**src/rtl/mac_stream_pkg.sv**
```systemverilog
// Shared types and timing constants for the MAC stream controller.
package mac_stream_pkg;

  typedef enum logic [2:0] {
    ST_IDLE   = 3'd0,
    ST_CLEAR  = 3'd1,
    ST_STREAM = 3'd2,
    ST_DRAIN  = 3'd3,
    ST_DONE   = 3'd4
  } state_e;

  localparam int MEM_LAT      = 1;
  localparam int MAC_LAT      = 1;
  localparam int DRAIN_CYCLES = MEM_LAT + MAC_LAT;

endpackage

```
**src/rtl/mac_stream_addr_gen.sv**
```systemverilog
// Operand address generator: latches job bases/length, walks the index and
// flags the last read of the job.
module mac_stream_addr_gen #(
  parameter int ADDR_WIDTH = 8,
  parameter int LEN_WIDTH  = 8
) (
  input  logic                  clk,
  input  logic                  rst,
  input  logic                  load,
  input  logic [ADDR_WIDTH-1:0] base_a_i,
  input  logic [ADDR_WIDTH-1:0] base_b_i,
  input  logic [LEN_WIDTH-1:0]  len_i,
  input  logic                  go,
  output logic [ADDR_WIDTH-1:0] addr_a,
  output logic [ADDR_WIDTH-1:0] addr_b,
  output logic                  rd_en,
  output logic                  last,
  output logic                  len_zero
);

  logic [ADDR_WIDTH-1:0] base_a_q, base_a_d;
  logic [ADDR_WIDTH-1:0] base_b_q, base_b_d;
  logic [LEN_WIDTH-1:0]  len_q, len_d;
  logic [LEN_WIDTH-1:0]  idx_q, idx_d;
  logic                  active_q, active_d;

  // Addresses wrap naturally through the fixed-width adders.
  assign addr_a   = base_a_q + ADDR_WIDTH'(idx_q);
  assign addr_b   = base_b_q + ADDR_WIDTH'(idx_q);
  assign rd_en    = active_q;
  assign last     = active_q && (idx_q == LEN_WIDTH'(len_q - 1'b1));
  assign len_zero = (len_q == '0);

  always_comb begin
    base_a_d = base_a_q;
    base_b_d = base_b_q;
    len_d    = len_q;
    idx_d    = idx_q;
    active_d = active_q;
    if (load) begin
      base_a_d = base_a_i;
      base_b_d = base_b_i;
      len_d    = len_i;
    end
    if (go) begin
      idx_d    = '0;
      active_d = 1'b1;
    end else if (active_q) begin
      if (last) active_d = 1'b0;
      else      idx_d    = idx_q + 1'b1;
    end
  end

  always_ff @(posedge clk) begin
    if (rst) begin
      base_a_q <= '0;
      base_b_q <= '0;
      len_q    <= '0;
      idx_q    <= '0;
      active_q <= 1'b0;
    end else begin
      base_a_q <= base_a_d;
      base_b_q <= base_b_d;
      len_q    <= len_d;
      idx_q    <= idx_d;
      active_q <= active_d;
    end
  end

endmodule

```
**src/rtl/mac_stream_ctrl.sv**
```systemverilog
// Dot-product job sequencer feeding one MAC lane from two operand buffers.
// Optional zero-operand pair counter enabled by MAC_STREAM_ZERO_CNT_EN.
module mac_stream_ctrl
  import mac_stream_pkg::*;
#(
  parameter int DATA_WIDTH = 16,
  parameter int ACC_WIDTH  = 32,
  parameter int ADDR_WIDTH = 8,
  parameter int LEN_WIDTH  = 8
) (
  input  logic                  clk,
  input  logic                  rst,
  input  logic                  start_valid,
  output logic                  start_ready,
  input  logic [ADDR_WIDTH-1:0] start_base_a,
  input  logic [ADDR_WIDTH-1:0] start_base_b,
  input  logic [LEN_WIDTH-1:0]  start_len,
  output logic                  mem_rd_en,
  output logic [ADDR_WIDTH-1:0] mem_addr_a,
  output logic [ADDR_WIDTH-1:0] mem_addr_b,
  input  logic [DATA_WIDTH-1:0] mem_data_a,
  input  logic [DATA_WIDTH-1:0] mem_data_b,
  output logic                  mac_clear,
  output logic                  mac_valid,
  output logic [DATA_WIDTH-1:0] mac_a,
  output logic [DATA_WIDTH-1:0] mac_b,
  input  logic [ACC_WIDTH-1:0]  mac_acc,
  output logic                  res_valid,
  input  logic                  res_ready,
  output logic [ACC_WIDTH-1:0]  res_data,
`ifdef MAC_STREAM_ZERO_CNT_EN
  output logic [LEN_WIDTH-1:0]  res_zero_cnt,
`endif
  output state_e                dbg_state,
  output logic                  busy
);

  // Handshakes: a transfer happens on a rising edge where valid && ready;
  // valid never depends on ready, and a presented result holds until taken.

  state_e                state_q, state_d;
  logic [1:0]            drain_cnt_q, drain_cnt_d;
  logic                  mac_clear_q, mac_clear_d;
  logic                  mac_valid_q, mac_valid_d;
  logic                  res_valid_q, res_valid_d;
  logic [ACC_WIDTH-1:0]  res_data_q, res_data_d;
  logic                  start_ready_q, start_ready_d;
  logic                  busy_q, busy_d;
  logic                  load, go, last, len_zero, rd_en;

  mac_stream_addr_gen #(
    .ADDR_WIDTH (ADDR_WIDTH),
    .LEN_WIDTH  (LEN_WIDTH)
  ) u_addr_gen (
    .clk      (clk),
    .rst      (rst),
    .load     (load),
    .base_a_i (start_base_a),
    .base_b_i (start_base_b),
    .len_i    (start_len),
    .go       (go),
    .addr_a   (mem_addr_a),
    .addr_b   (mem_addr_b),
    .rd_en    (rd_en),
    .last     (last),
    .len_zero (len_zero)
  );

`ifdef MAC_STREAM_ZERO_CNT_EN
  logic [LEN_WIDTH-1:0] zero_cnt_q, zero_cnt_d;
  logic [LEN_WIDTH-1:0] res_zero_cnt_q, res_zero_cnt_d;
  assign res_zero_cnt = res_zero_cnt_q;
`endif

  assign mem_rd_en   = rd_en;
  assign mac_a       = mem_data_a;
  assign mac_b       = mem_data_b;
  assign mac_clear   = mac_clear_q;
  assign mac_valid   = mac_valid_q;
  assign res_valid   = res_valid_q;
  assign res_data    = res_data_q;
  assign start_ready = start_ready_q;
  assign busy        = busy_q;
  assign dbg_state   = state_q;

  always_comb begin
    state_d     = state_q;
    drain_cnt_d = drain_cnt_q;
    res_valid_d = res_valid_q;
    res_data_d  = res_data_q;
    load        = 1'b0;
    go          = 1'b0;
`ifdef MAC_STREAM_ZERO_CNT_EN
    res_zero_cnt_d = res_zero_cnt_q;
    zero_cnt_d     = zero_cnt_q;
    if (state_q == ST_CLEAR)
      zero_cnt_d = '0;
    else if (mac_valid_q && (mem_data_a == '0 || mem_data_b == '0))
      zero_cnt_d = zero_cnt_q + 1'b1;
`endif
    case (state_q)
      ST_IDLE: begin
        if (start_valid) begin
          load    = 1'b1;
          state_d = ST_CLEAR;
        end
      end
      ST_CLEAR: begin
        drain_cnt_d = '0;
        if (len_zero) begin
          state_d = ST_DRAIN;
        end else begin
          go      = 1'b1;
          state_d = ST_STREAM;
        end
      end
      ST_STREAM: begin
        if (last) state_d = ST_DRAIN;
      end
      ST_DRAIN: begin
        // Last pair lands in the MAC during the first drain cycle.
        if (drain_cnt_q == 2'(DRAIN_CYCLES - 1)) begin
          state_d     = ST_DONE;
          res_valid_d = 1'b1;
          res_data_d  = mac_acc;
`ifdef MAC_STREAM_ZERO_CNT_EN
          res_zero_cnt_d = zero_cnt_d;
`endif
        end else begin
          drain_cnt_d = drain_cnt_q + 1'b1;
        end
      end
      ST_DONE: begin
        if (res_ready) begin
          res_valid_d = 1'b0;
          state_d     = ST_IDLE;
        end
      end
      default: state_d = ST_IDLE;
    endcase
    mac_clear_d   = (state_d == ST_CLEAR);
    mac_valid_d   = rd_en;
    start_ready_d = (state_d == ST_IDLE);
    busy_d        = (state_d != ST_IDLE);
  end

  always_ff @(posedge clk) begin
    if (rst) begin
      state_q       <= ST_IDLE;
      drain_cnt_q   <= '0;
      mac_clear_q   <= 1'b0;
      mac_valid_q   <= 1'b0;
      res_valid_q   <= 1'b0;
      res_data_q    <= '0;
      start_ready_q <= 1'b1;
      busy_q        <= 1'b0;
`ifdef MAC_STREAM_ZERO_CNT_EN
      zero_cnt_q     <= '0;
      res_zero_cnt_q <= '0;
`endif
    end else begin
      state_q       <= state_d;
      drain_cnt_q   <= drain_cnt_d;
      mac_clear_q   <= mac_clear_d;
      mac_valid_q   <= mac_valid_d;
      res_valid_q   <= res_valid_d;
      res_data_q    <= res_data_d;
      start_ready_q <= start_ready_d;
      busy_q        <= busy_d;
`ifdef MAC_STREAM_ZERO_CNT_EN
      zero_cnt_q     <= zero_cnt_d;
      res_zero_cnt_q <= res_zero_cnt_d;
`endif
    end
  end

endmodule
```
**config.mk**
```make
export PLATFORM = sky130hd
export DESIGN_NAME = mac_stream_ctrl
export DESIGN_NICKNAME = d
export VERILOG_FILES = /design/src/rtl/mac_stream_pkg.sv /design/src/rtl/mac_stream_addr_gen.sv /design/src/rtl/mac_stream_ctrl.sv
export SDC_FILE = /design/constraint.sdc
export NUM_CORES = 1
export LEC_CHECK = 0
export ABC_AREA = 1
export ABC_CLOCK_PERIOD_IN_PS = 3240
export CAP_MARGIN = 30
export CORE_AREA = 2 2 99 101
export CTS_CLUSTER_SIZE = 14
export DETAILED_ROUTE_END_ITERATION = 10
export DIE_AREA = 0 0 101 103
export PLACE_DENSITY = 0.83
export RECOVER_POWER = 50
export SETUP_SLACK_MARGIN = 0.3
export SLEW_MARGIN = 30
export SYNTH_ARGS = -nofsm -noshare
export SYNTH_HDL_FRONTEND = slang
export SYNTH_HIERARCHICAL = 1
export SYNTH_SLANG_ARGS = --single-unit
export TNS_END_PERCENT = 30
```
**constraint.sdc**
```tcl
create_clock -name clk -period 3.24 [get_ports clk]
set_clock_uncertainty 0.05 [all_clocks]
set_input_delay 0.648 -clock clk [delete_from_list [all_inputs] [get_ports clk]]
set_output_delay 0.648 -clock clk [all_outputs]
set_load 0.02 [all_outputs]
```
==> metrics.cfg <==
[finish]
num_antenna_cells=0
final_common_cell=sky130_fd_sc_hd__clkdlybuf4s50_1
layout.cells.most_common_list=sky130_fd_sc_hd__clkdlybuf4s50_1 (104), sky130_fd_sc_hd__inv_1 (72), sky130_fd_sc_hd__dfxtp_1 (72), sky130_fd_sc_hd__nor2_1 (68), sky130_fd_sc_hd__a21oi_1 (63)
fraction_of_layout_instances_using_a_drive_strength_above_1=0.08531
final_cells=747
layout-area-overhead-vs-synth_pct=30.19
filler_cell_count=816
final_net_count=740

[worst_setup_path]
worstPathMaxFanout=7
critical-path-max-stage-delay_ns=0.46
crit_path_cell_trace=ha_1 > inv_1 > fa_1 > o21ai_4 > a21oi_1 > nor2_1 > nor2_1 > xnor2_1 > clkbuf_2
worst_ep_arrival_time_ns=2.22
rr_startpoint=u_addr_gen/len_q[0]
critPathSlowestCell=sky130_fd_sc_hd__fa_1
worstRegToRegCells=13
critical_path_class=reg -> out
category_of_the_worst_setup_path_launch_point=register
path_common_cell=sky130_fd_sc_hd__nor2_1
timing.critical_path.required_ns=2.54
regToRegEndpoint=mac_clear
endpoint_kind=output port
ff2ff_setup_slack_ns=0.91

[min_path]
worstHoldPathCells=2
worst_hold_path_type=reg -> reg
timing.hold.worst.start=res_data[25]
worst_min_delay_path_endpoint=res_data[25]

[timing]
postLayoutSetupSlackWorst_ns=0.3190
final-setup-viol-count=0
period_minus_slack_ns=2.921
layout_worst_path_cycle_share=0.9016
fmax_ghz=0.3423
finalHoldViolations=0
final.setup.tns_ns=0
rsz0062_at_grt=yes
hold_worst_slack_ns=0.3998
tightest_pin_transition_ns=1.335
final_max_slew_viol_count=0
relative_slew_margins=0.1100

[synth]
syn-num-nets=658
synthMuxAreaShare=0
synth_top_family_by_area=simple AND/OR/NAND/NOR gates
syn-cell-area_um2=4070
synthesis.area_per_instance_um2=7.454
synth.yosys.warnings=6
post_synth_fa_ha_maj_area_fraction=0.06517
synthSimpleGateAreaFrac=0.1786
synth_xor_area_frac=0.06025
synth.ff_latch_count=75
synthCells=546
yosysUniqueCellTypes=30
synth-seq-area-share=0.3689
synth_compound_gate_area_share=0.1626

[clocking]
htree_levels=3
tritoncts=yes
numCtsBuffers=9
max_buffers_root_to_sink=2
cts.root.buffer_cell=sky130_fd_sc_hd__clkbuf_8
postCtsSetupBuffers=0
hold_buffers=0
worst_setup_hold_path_clk_slew_ns=0.09
tritoncts_sink_count=75
insertion_delay_ns=0.36

[route]
drc=0
drt_iter0_markers=220
detail_route.wirelength.met1_um=3935
firstDrtPassIters=5
dr_wl_met3_um=1023
routed-via-count=3784
wl_um=10380
dr_wl_met2_um=5001
wire_per_inst_um=13.89
vias_per_cell=5.066
highest-signal-layer=met4
drt.antenna.violating_nets=0

[global_routing]
grt_max_degree=40
number_of_antenna_violations_at_the_first_check_in_global_routing=0
grt_pass1_vias=3786
grt_usage=0.2043
first_pass_grt_wire_length_um=16770
gr-total-overflow=0

[floorplanning]
initial_core_util=0.4303
design.die.area_um2=10400
boundaryPins=181
die_w_um=101
die_height_um=103
std_cell_rows=36
coreArea_um2=9459

[job]
timing.max_cap.violations=0

[place]
hpwl_um=7762
gpl.final_weighted_congestion=0.9056
port_buffers=116
placedCellCount=731
pre_cts_ws_ns=0.009928

[outcome]
run_status=complete, no violations

[power]
power_leakage_uw=0.002317
vdd.ir_drop.worst_uv=246.4
power_density_nw_per_um2=435.8

## how the worst max path moves through the flow
| stage | slack (ns) | cells past startpoint | start | to |
|---|---|---|---|---|
| global route | 0.14 | 9 | u_addr_gen/idx_q[0] | mem_addr_a[6] |
| finish | 0.32 | 9 | u_addr_gen/idx_q[0] | mem_addr_a[6] |
| global placement | 0.16 | 9 | u_addr_gen/idx_q[0] | mem_addr_a[6] |
| CTS | 0.09 | 8 | u_addr_gen/idx_q[2] | mem_addr_b[5] |
| floorplan | 0.66 | 8 | u_addr_gen/idx_q[0] | mem_addr_a[6] |
| detailed placement | 0.01 | 9 | u_addr_gen/idx_q[0] | mem_addr_a[6] |
## cells in the mapped netlist
library cell	n	area [um^2]
sky130_fd_sc_hd__nor2_4	1	11.26
sky130_fd_sc_hd__nor2_2	2	12.51
sky130_fd_sc_hd__buf_4	34	255.2
sky130_fd_sc_hd__nand2_8	1	20.02
sky130_fd_sc_hd__o21ai_1	6	30.03
sky130_fd_sc_hd__fa_1	2	40.04
sky130_fd_sc_hd__o21a_1	1	7.510
sky130_fd_sc_hd__ha_1	18	225.2
sky130_fd_sc_hd__xnor2_1	9	78.83
sky130_fd_sc_hd__nor2_1	68	255.2
sky130_fd_sc_hd__nand2_1	44	165.2
sky130_fd_sc_hd__buf_6	6	67.56
sky130_fd_sc_hd__clkbuf_2	1	5.000
sky130_fd_sc_hd__inv_2	4	15.01
sky130_fd_sc_hd__nand2_2	11	68.82
sky130_fd_sc_hd__nand2_4	1	11.26
sky130_fd_sc_hd__a21oi_1	63	315.3
sky130_fd_sc_hd__o211ai_1	2	15.01
sky130_fd_sc_hd__o21ai_0	57	285.3
sky130_fd_sc_hd__inv_1	72	270.3
sky130_fd_sc_hd__nor4_1	2	12.51
sky130_fd_sc_hd__dfxtp_1	75	1501
sky130_fd_sc_hd__xor2_1	19	166.4
sky130_fd_sc_hd__nand4_2	1	12.51
sky130_fd_sc_hd__nand4_1	2	12.51
sky130_fd_sc_hd__nor3_1	3	15.01
sky130_fd_sc_hd__nand3_1	26	130.1
sky130_fd_sc_hd__o2111ai_1	1	8.760
sky130_fd_sc_hd__buf_2	3	15.01
sky130_fd_sc_hd__clkbuf_1	11	41.29
## through the flow
stage,total power (uW),instance area (um^2),utilization
floorplan,1372,4070,-
detailed placement,1524,5072,0.5362
finish,2309,5299,0.5602
global route,2420,5299,0.5602
CTS,2330,5301,0.5605
global placement,1505,5057,0.5347
## worst max-delay path, delay by kind of cell, from the launching register on
kind / cells / cell delay, ns
buf+inv: 2 / 0.25
simple gates: 2 / 0.14
fa+ha+maj: 2 / 0.64
flops: 1 / 0.40
compound gates: 2 / 0.30
xor+xnor: 1 / 0.13
## area by class of cell
| type | count | area, um^2 | area share |
|---|---|---|---|
| inverters | 76 | 285.3 | 0.05384 |
| clock inverters | 6 | 87.58 | 0.01653 |
| well taps | 114 | 142.6 | 0.02692 |
| multi-input cells | 340 | 1898 | 0.3582 |
| flip-flops and latches | 75 | 1508 | 0.2845 |
| repair buffers | 126 | 1240 | 0.2340 |
| clock buffers | 10 | 137.6 | 0.02597 |
## registers in the layout, indices dropped and copies added (netlist names)
register,flops
dbg_state,3
u_addr_gen/len_q,8
res_data,32
u_addr_gen/rd_en,1
res_valid,1
u_addr_gen/base_a_q,8
u_addr_gen/base_b_q,8
u_addr_gen/idx_q,8
start_ready,1
drain_cnt_q,2
mac_valid,1
busy,1
mac_clear,1
## per-layer routing
metal / vias to the layer above / global-route usage
met5: - / 0
met4: 0 / 0.1247
met3: 38 / 0.08203
met2: 163 / 0.3528
met1: 1710 / 0.2082
li1: 1873 / -
## timing repair
item,4_1_cts,5_1_grt
pin swaps,0,1
resized for setup,15,16
endpoints found under the setup margin,14,11
cloned,0,0
## cell families after synthesis
group / count (synthesis)
buffers and inverters: 131
adder cells (fa/ha/maj): 20
AO/OA/AOI/OAI: 130
flip-flops: 75
XOR/XNOR: 28
AND/OR/NAND/NOR: 162
## power by group
part	total [uW]	switching (uW)	internal (uW)	leakage (uW)
Combinational	493	275	217	0.00159
Clock	813	358	456	0.000117
Sequential	1000	36.3	967	0.000613
Total	2310	669	1640	0.00232
Note: power is estimated with default switching activity, not from simulation.
